<file path="src/rtl/aux_uart_boot_rx.sv">
// rtl/aux_uart_boot_rx.sv - aux UART 8N1 boot image receiver packing bytes into 32-bit memory writes
`timescale 1ns/1ps
module aux_uart_boot_rx #(
    parameter int CLK_FREQUENCY = 50_000_000,
    parameter int BAUD_RATE     = 115_200,
    parameter int ADDR_WIDTH    = 14,
    parameter int IDLE_TIMEOUT  = 5_000_000
) (
    input  logic                  clk,
    input  logic                  reset,
    input  logic                  rx,
    output logic                  boot_valid,
    output logic [ADDR_WIDTH-1:0] boot_addr,
    output logic [31:0]           boot_wdata,
    output logic                  boot_active,
    output logic                  frame_error
);

    localparam int CLKS_PER_BIT = CLK_FREQUENCY / BAUD_RATE;
    localparam int CNT_W        = $clog2(CLKS_PER_BIT + 1);
    localparam int IDLE_W       = $clog2(IDLE_TIMEOUT + 1);

    localparam logic [CNT_W-1:0]  BIT_LAST  = CNT_W'(CLKS_PER_BIT - 1);
    // Loading this value makes the first tick land half a bit after the falling edge.
    localparam logic [CNT_W-1:0]  HALF_LOAD = CNT_W'(CLKS_PER_BIT - CLKS_PER_BIT / 2);
    localparam logic [IDLE_W-1:0] IDLE_LAST = IDLE_W'(IDLE_TIMEOUT - 1);

    typedef enum logic [2:0] {
        IDLE,
        START,
        DATA,
        STOP,
        BREAK
    } state_t;

    state_t                  state;
    logic                    rx_meta;
    logic                    rx_s;
    logic [CNT_W-1:0]        bit_cnt;
    logic [2:0]              bit_idx;
    logic [7:0]              shift_reg;
    logic [1:0]              byte_idx;
    logic [23:0]             word_buf;
    logic [ADDR_WIDTH-1:0]   addr;
    logic [IDLE_W-1:0]       idle_cnt;
    logic                    bit_tick;

    assign bit_tick = (bit_cnt == BIT_LAST);

    // Two-flop synchronizer; idles high so reset does not look like a start bit.
    always_ff @(posedge clk) begin
        if (reset) begin
            rx_meta <= 1'b1;
            rx_s    <= 1'b1;
        end else begin
            rx_meta <= rx;
            rx_s    <= rx_meta;
        end
    end

    // Receive FSM, byte packing, address counter and session idle timeout.
    always_ff @(posedge clk) begin
        if (reset) begin
            state       <= IDLE;
            bit_cnt     <= '0;
            bit_idx     <= '0;
            shift_reg   <= '0;
            byte_idx    <= '0;
            word_buf    <= '0;
            addr        <= '0;
            idle_cnt    <= '0;
            boot_valid  <= 1'b0;
            boot_addr   <= '0;
            boot_wdata  <= '0;
            boot_active <= 1'b0;
            frame_error <= 1'b0;
        end else begin
            boot_valid  <= 1'b0;
            frame_error <= 1'b0;
            if (state != IDLE) begin
                bit_cnt <= bit_tick ? '0 : bit_cnt + CNT_W'(1);
            end
            case (state)
                IDLE: begin
                    // A start edge takes priority over a timeout in the same cycle.
                    if (!rx_s) begin
                        state    <= START;
                        bit_cnt  <= HALF_LOAD;
                        idle_cnt <= '0;
                    end else if (boot_active) begin
                        if (idle_cnt == IDLE_LAST) begin
                            boot_active <= 1'b0;
                            byte_idx    <= '0;
                            addr        <= '0;
                            idle_cnt    <= '0;
                        end else begin
                            idle_cnt <= idle_cnt + IDLE_W'(1);
                        end
                    end
                end
                START: begin
                    if (bit_tick) begin
                        if (!rx_s) begin
                            state       <= DATA;
                            bit_idx     <= '0;
                            boot_active <= 1'b1;
                        end else begin
                            state <= IDLE;
                        end
                    end
                end
                DATA: begin
                    if (bit_tick) begin
                        shift_reg <= {rx_s, shift_reg[7:1]};
                        bit_idx   <= bit_idx + 3'd1;
                        if (bit_idx == 3'd7) begin
                            state <= STOP;
                        end
                    end
                end
                STOP: begin
                    if (bit_tick) begin
                        if (rx_s) begin
                            state    <= IDLE;
                            byte_idx <= byte_idx + 2'd1;
                            if (byte_idx == 2'd3) begin
                                boot_wdata <= {shift_reg, word_buf};
                                boot_addr  <= addr;
                                boot_valid <= 1'b1;
                                addr       <= addr + ADDR_WIDTH'(1);
                            end else begin
                                word_buf[{byte_idx, 3'b000} +: 8] <= shift_reg;
                            end
                        end else begin
                            frame_error <= 1'b1;
                            state       <= BREAK;
                        end
                    end
                end
                BREAK: begin
                    if (rx_s) begin
                        state <= IDLE;
                    end
                end
                default: state <= IDLE;
            endcase
        end
    end

endmodule

</file>
<file path="config.mk">
export PLATFORM = sky130hd
export DESIGN_NAME = aux_uart_boot_rx
export DESIGN_NICKNAME = d
export VERILOG_FILES = /design/src/rtl/aux_uart_boot_rx.sv
export SDC_FILE = /design/constraint.sdc
export NUM_CORES = 1
export LEC_CHECK = 0
export CORE_MARGIN = 4
export CORE_UTILIZATION = 50
export DETAILED_ROUTE_END_ITERATION = 12
export PLACE_DENSITY = 0.83
export SKIP_CTS_REPAIR_TIMING = 1
export SLEW_MARGIN = 10
export SYNTH_ARGS = -nofsm -noshare
export SYNTH_HDL_FRONTEND = slang
export SYNTH_SLANG_ARGS = --single-unit
</file>
<file path="constraint.sdc">
create_clock -name clk -period 1.78 [get_ports clk]
set_clock_uncertainty 0.05 [all_clocks]
set_input_delay 0.445 -clock clk [delete_from_list [all_inputs] [get_ports clk]]
set_output_delay 0.445 -clock clk [all_outputs]
set_load 0.01 [all_outputs]
</file>
# After elaboration in Yosys (flattened, before gate mapping)
# Index checks and enable logic that the tools add are counted.
# op_classes
n_shift	2
reduce_logical	16
magnitude_cmp	0
n_bitwise	4
n_div	0
n_addsub	6
n_mul	0
n_mux	42
eq_ne	21
# ops
cell	count
$mux W14	6
$mux W23	3
$mux W9	4
$mux W3	10
$pmux W14 S2	1
$ne A2 B2 Y1 const B	13
$bwmux W24	1
$shift A8 B7 Y24 const A	1
$shiftx A8 B7 Y24	1
$add A23 B1 Y23 const B	1
$eq A23 B23 Y1 const B	1
$reduce_and A4 Y1	4
$pmux W3 S5	1
$add A14 B1 Y14 const B	1
$mux W2	6
$reduce_and A6 Y1	2
$add A9 B1 Y9 const B	1
$eq A9 B9 Y1 const B	1
$mux W1	7
$neg A5 Y7	1
$reduce_and A7 Y1	1
$eq A3 B2 Y1 const B	2
$eq A3 B3 Y1 const B	2
$pmux W3 S2	1
13 further kinds	19
# totals
inputBits	3
ff_bits	137
mem_bits_rw	0
out_inout_bits	49
romBits	0
n_memories	0
word_cells	106
latch_bits	0

# Longest topological paths before layout
# depth
word_depth	5
ltp_mapped	9
depth_no_buf	7

# Worst setup path before layout
# Ideal clock, no wire load.
# synth_path
kind	register -> register
from	register bit_cnt[0]
to	register boot_addr[4]
n_path_buf	2
slack_ns	-0.190
t_required_ns	1.660
arrival_ns	1.850
path_stages_with_launch	9
cell_sequence	dfxtp_1 > ha_1 > nand4b_1 > nor4_2 > and2_1 > buf_2 > buf_2 > nand2_1 > a21oi_1
# synth_via
elab_chain_len	2
# synth_lines
element	line	source
start: declaration	39	logic [CNT_W-1:0] bit_cnt;
start signal: assignment	81	bit_cnt <= bit_tick ? '0 : bit_cnt + CNT_W'(1);
$eq A9 B9 Y1	48	assign bit_tick = (bit_cnt == BIT_LAST);
$reduce_and A4 Y1 (no line)	-	
end signal: assignment	128	boot_addr <= addr;
end: declaration	13	output logic [ADDR_WIDTH-1:0] boot_addr,
# No other way between the ends.
# A chain may end at the register's enable or synchronous reset.

# Worst setup path in the final report
# layout_path
from	register idle_cnt[6]
to	register addr[2]
# layout_via
elab_chain_len	3
# layout_lines
element	line	source
start: declaration	45	logic [IDLE_W-1:0] idle_cnt;
start signal: assignment	97	idle_cnt <= idle_cnt + IDLE_W'(1);
$eq A23 B23 Y1	91	if (idle_cnt == IDLE_LAST) begin
$ne A2 B2 Y1 (no line)	-	
$reduce_and A7 Y1 (no line)	-	
end signal: assignment	130	addr <= addr + ADDR_WIDTH'(1);
end: declaration	44	logic [ADDR_WIDTH-1:0] addr;
# No other way between the ends.

==> results.json <==
{
  "cts_root_buffer": "clkbuf_16",
  "worst_pin_slew_ns": 0.751,
  "initial_core_util": 0.510,
  "min_from": "boot_wdata[0]$_SDFFE_PP0P_",
  "drive_above_1_share": 0.465,
  "ys_ff_latch": 137,
  "gr-usage-met2": 0.403,
  "max_slew_margin": 0.496,
  "cp-start-kind": "flip-flop",
  "synth-warning-count": 0,
  "place.detailed.hpwl_um": 10600,
  "h-tree-depth": 4,
  "pwr-share-clk": 0.534,
  "reg_top3": "boot_wdata x32, word_buf x24, idle_cnt x23",
  "io_pins": 52,
  "netlist_instances": 749,
  "cts_tree": "done",
  "r2r_slack_ns": -0.70,
  "reg2reg_depth": 6,
  "synth_edf_count": 0,
  "final-setup-viol-count": 133,
  "cp-end-kind": "flip-flop",
  "largest_reg_flops": 32,
  "crit_type": "flip-flop to flip-flop",
  "layout_min_cycle_time_ns": 2.48,
  "row_count": 40,
  "rsz0062_at_grt": "true",
  "rr_startpoint": "idle_cnt[6]$_SDFFE_PP0P_",
  "routed_via_density": 7.14,
  "grt_overflow": 0,
  "top_usage_layer": "met2",
  "finalMaxSlewViolations": 0,
  "crit_required_ns": 2.02,
  "wire_per_inst_um": 27.1,
  "postLayoutCoreUtil": 0.825,
  "hold_depth": 2,
  "die_area_um2": 14000,
  "detail-route-antenna-nets": 0,
  "netlist_area_um2": 6100,
  "use_met3": 0.0469,
  "fin_ws_ns": -0.701,
  "combPwrFrac": 0.040,
  "place_congestion": 0.914,
  "total_power_mw": 7.26,
  "cts_inserted_buffers": 17,
  "area_growth_pct": 61.7,
  "vias": 7642,
  "power.share.sequential": 0.426,
  "whs_ns": 0.415,
  "syn_nets": 763,
  "hold_path_class": "flip-flop to flip-flop",
  "synthDistinctLibCells": 65,
  "max_freq_mhz": 403,
  "cp_data_arrival_time_ns": 2.72,
  "min_to": "boot_wdata[0]$_SDFFE_PP0P_",
  "routed_wl_um": 29100,
  "path_clk_slew_ns": 0.07,
  "track_usage": 0.241,
  "grt_pass1_wl_um": 28100,
  "die_w_um": 118,
  "io_buffers": 51,
  "p_sw_frac": 0.265,
  "core_um2": 12000,
  "violations": "negative setup slack",
  "p_leak_nw": 4.74,
  "clockBufferDepth": 2,
  "grt_pass1_vias": 5900,
  "die_h_um": 118,
  "met1_usage": 0.308,
  "antenna_found_initial": 0,
  "grt_max_degree": 82,
  "fin_crit_sh": 1.39,
  "ir_drop_mv": 0.903,
  "syn_avg_cell_area_um2": 8.15,
  "p_int_mw": 5.34,
  "clk_latency_ns": 0.45,
  "drc": 0,
  "worstReg2RegEnd": "addr[2]$_SDFFE_PP0P_",
  "synth_ff_type": "dfxtp_1",
  "power.switching_mw": 1.92,
  "final_nets": 924,
  "async_reset_ff_frac": 0,
  "cp_max_fo": 15,
  "status": "complete, but fails checks",
  "largest-register": "boot_wdata",
  "cts.sinks": 137,
  "firstDrtPassIters": 10,
  "yosysSeqAreaShare": 0.449,
  "power_density_nw_per_um2": 736,
  "first_iter_violations": 1361,
  "hold_viol": 0,
  "maxCapViolations": 0
}
==> metal layers <==
layer  wire [um]  up-vias
met5           0        -
met4        2990        0
met3        3250      330
met2       12900      776
met1        9950     3550
li1            -     2986
==> through the flow <==
step                setup WS, ns  instances  setup TNS, ns  cell area, um^2
floorplan                 -0.143        749          -3.42             6190
global placement          -0.210       1003         -11.38             7500
detailed placement        -0.303       1003         -13.97             7500
CTS                       -0.326       1035         -20.51             8120
global route              -0.731       1070         -44.08             9870
finish                    -0.701       1071         -37.49             9870
==> kinds of logic after synthesis <==
family | Yosys count | synth area share
compound gates | 161 | 0.166
simple gates | 356 | 0.282
mux | 9 | 0.0148
fa+ha+maj | 11 | 0.0226
buf+inv | 62 | 0.0461
flops | 137 | 0.449
xor+xnor | 13 | 0.0187
==> worst max-delay path by stage <==
stage                               from                   endpoint  slack, ns  cells after the start
2_1_floorplan  idle_cnt[10]$_SDFFE_PP0P_  idle_cnt[21]$_SDFFE_PP0P_      -0.14                      7
3_3_place_gp   idle_cnt[21]$_SDFFE_PP0P_       addr[6]$_SDFFE_PP0P_      -0.21                      5
3_5_place_dp   idle_cnt[21]$_SDFFE_PP0P_       addr[7]$_SDFFE_PP0P_      -0.30                      5
4_1_cts        idle_cnt[21]$_SDFFE_PP0P_       addr[7]$_SDFFE_PP0P_      -0.33                      5
5_1_grt            bit_cnt[1]$_SDFF_PP0_       addr[2]$_SDFFE_PP0P_      -0.73                      9
6_report        idle_cnt[6]$_SDFFE_PP0P_       addr[2]$_SDFFE_PP0P_      -0.70                      6
==> synth_stat cells (all sizes together), types with 3 or more instances <==
cell	n	area share
nor4	4	0.0062
clkbuf	26	0.016
dfxtp	137	0.45
xnor2	7	0.010
xor2	6	0.0086
a211oi	10	0.013
nand4	18	0.019
or3	9	0.011
nand3b	3	0.0037
nand4b	3	0.0043
mux2i	9	0.015
a21oi	91	0.075
o32ai	8	0.013
nor3	21	0.022
o21ai	14	0.012
o211ai	3	0.0037
or2	3	0.0031
nor2	50	0.031
a221oi	7	0.014
buf	21	0.021
and3	7	0.0072
and2	5	0.0051
inv	15	0.0092
ha	11	0.023
nor3b	5	0.0062
nand2	163	0.10
nor2b	3	0.0031
or4	8	0.0098
a31oi	11	0.011
o31ai	3	0.0037
nand3	49	0.041
==> cell usage in the layout, fill, tap and decap left out, drive strengths merged, types with 10 or more instances in the layout <==
cell type	count
a211oi	10
a21oi	91
a31oi	11
buf	131
clkbuf	23
dfxtp	137
dlymetal6s2s	49
ha	11
inv	26
nand2	163
nand3	49
nand4	18
nor2	50
nor3	21
o21ai	14
==> critical path, stage by stage (launching register included) <==
cell and delay, ns:
dfxtp_1 0.33, or4b_4 0.57, nor3_4 0.21, nand3_2 0.14, buf_12 0.18, a211oi_1 0.66
o32ai_2 0.18
==> cell type report <==
cell class | count | area (um^2)
Multi-Input combinational cell | 552 | 4260
Sequential cell | 137 | 2750
Fill cell | 497 | 2090
Timing Repair Buffer | 187 | 1990
Clock buffer | 17 | 425
Clock inverter | 15 | 196
Tap cell | 147 | 184
Inverter | 15 | 56.3
Antenna cell | 1 | 2.50
==> power by group through the flow <==
stage / clock network, mW / logic, mW / registers [mW]
floorplan: 0 / 0.116 / 3.16
global placement: 0 / 0.198 / 3.16
detailed placement: 0 / 0.201 / 3.16
CTS: 3.73 / 0.203 / 3.09
global route: 3.97 / 0.297 / 3.10
finish: 3.88 / 0.288 / 3.09
No activity file was read; power rests on OpenSTA's default activity.
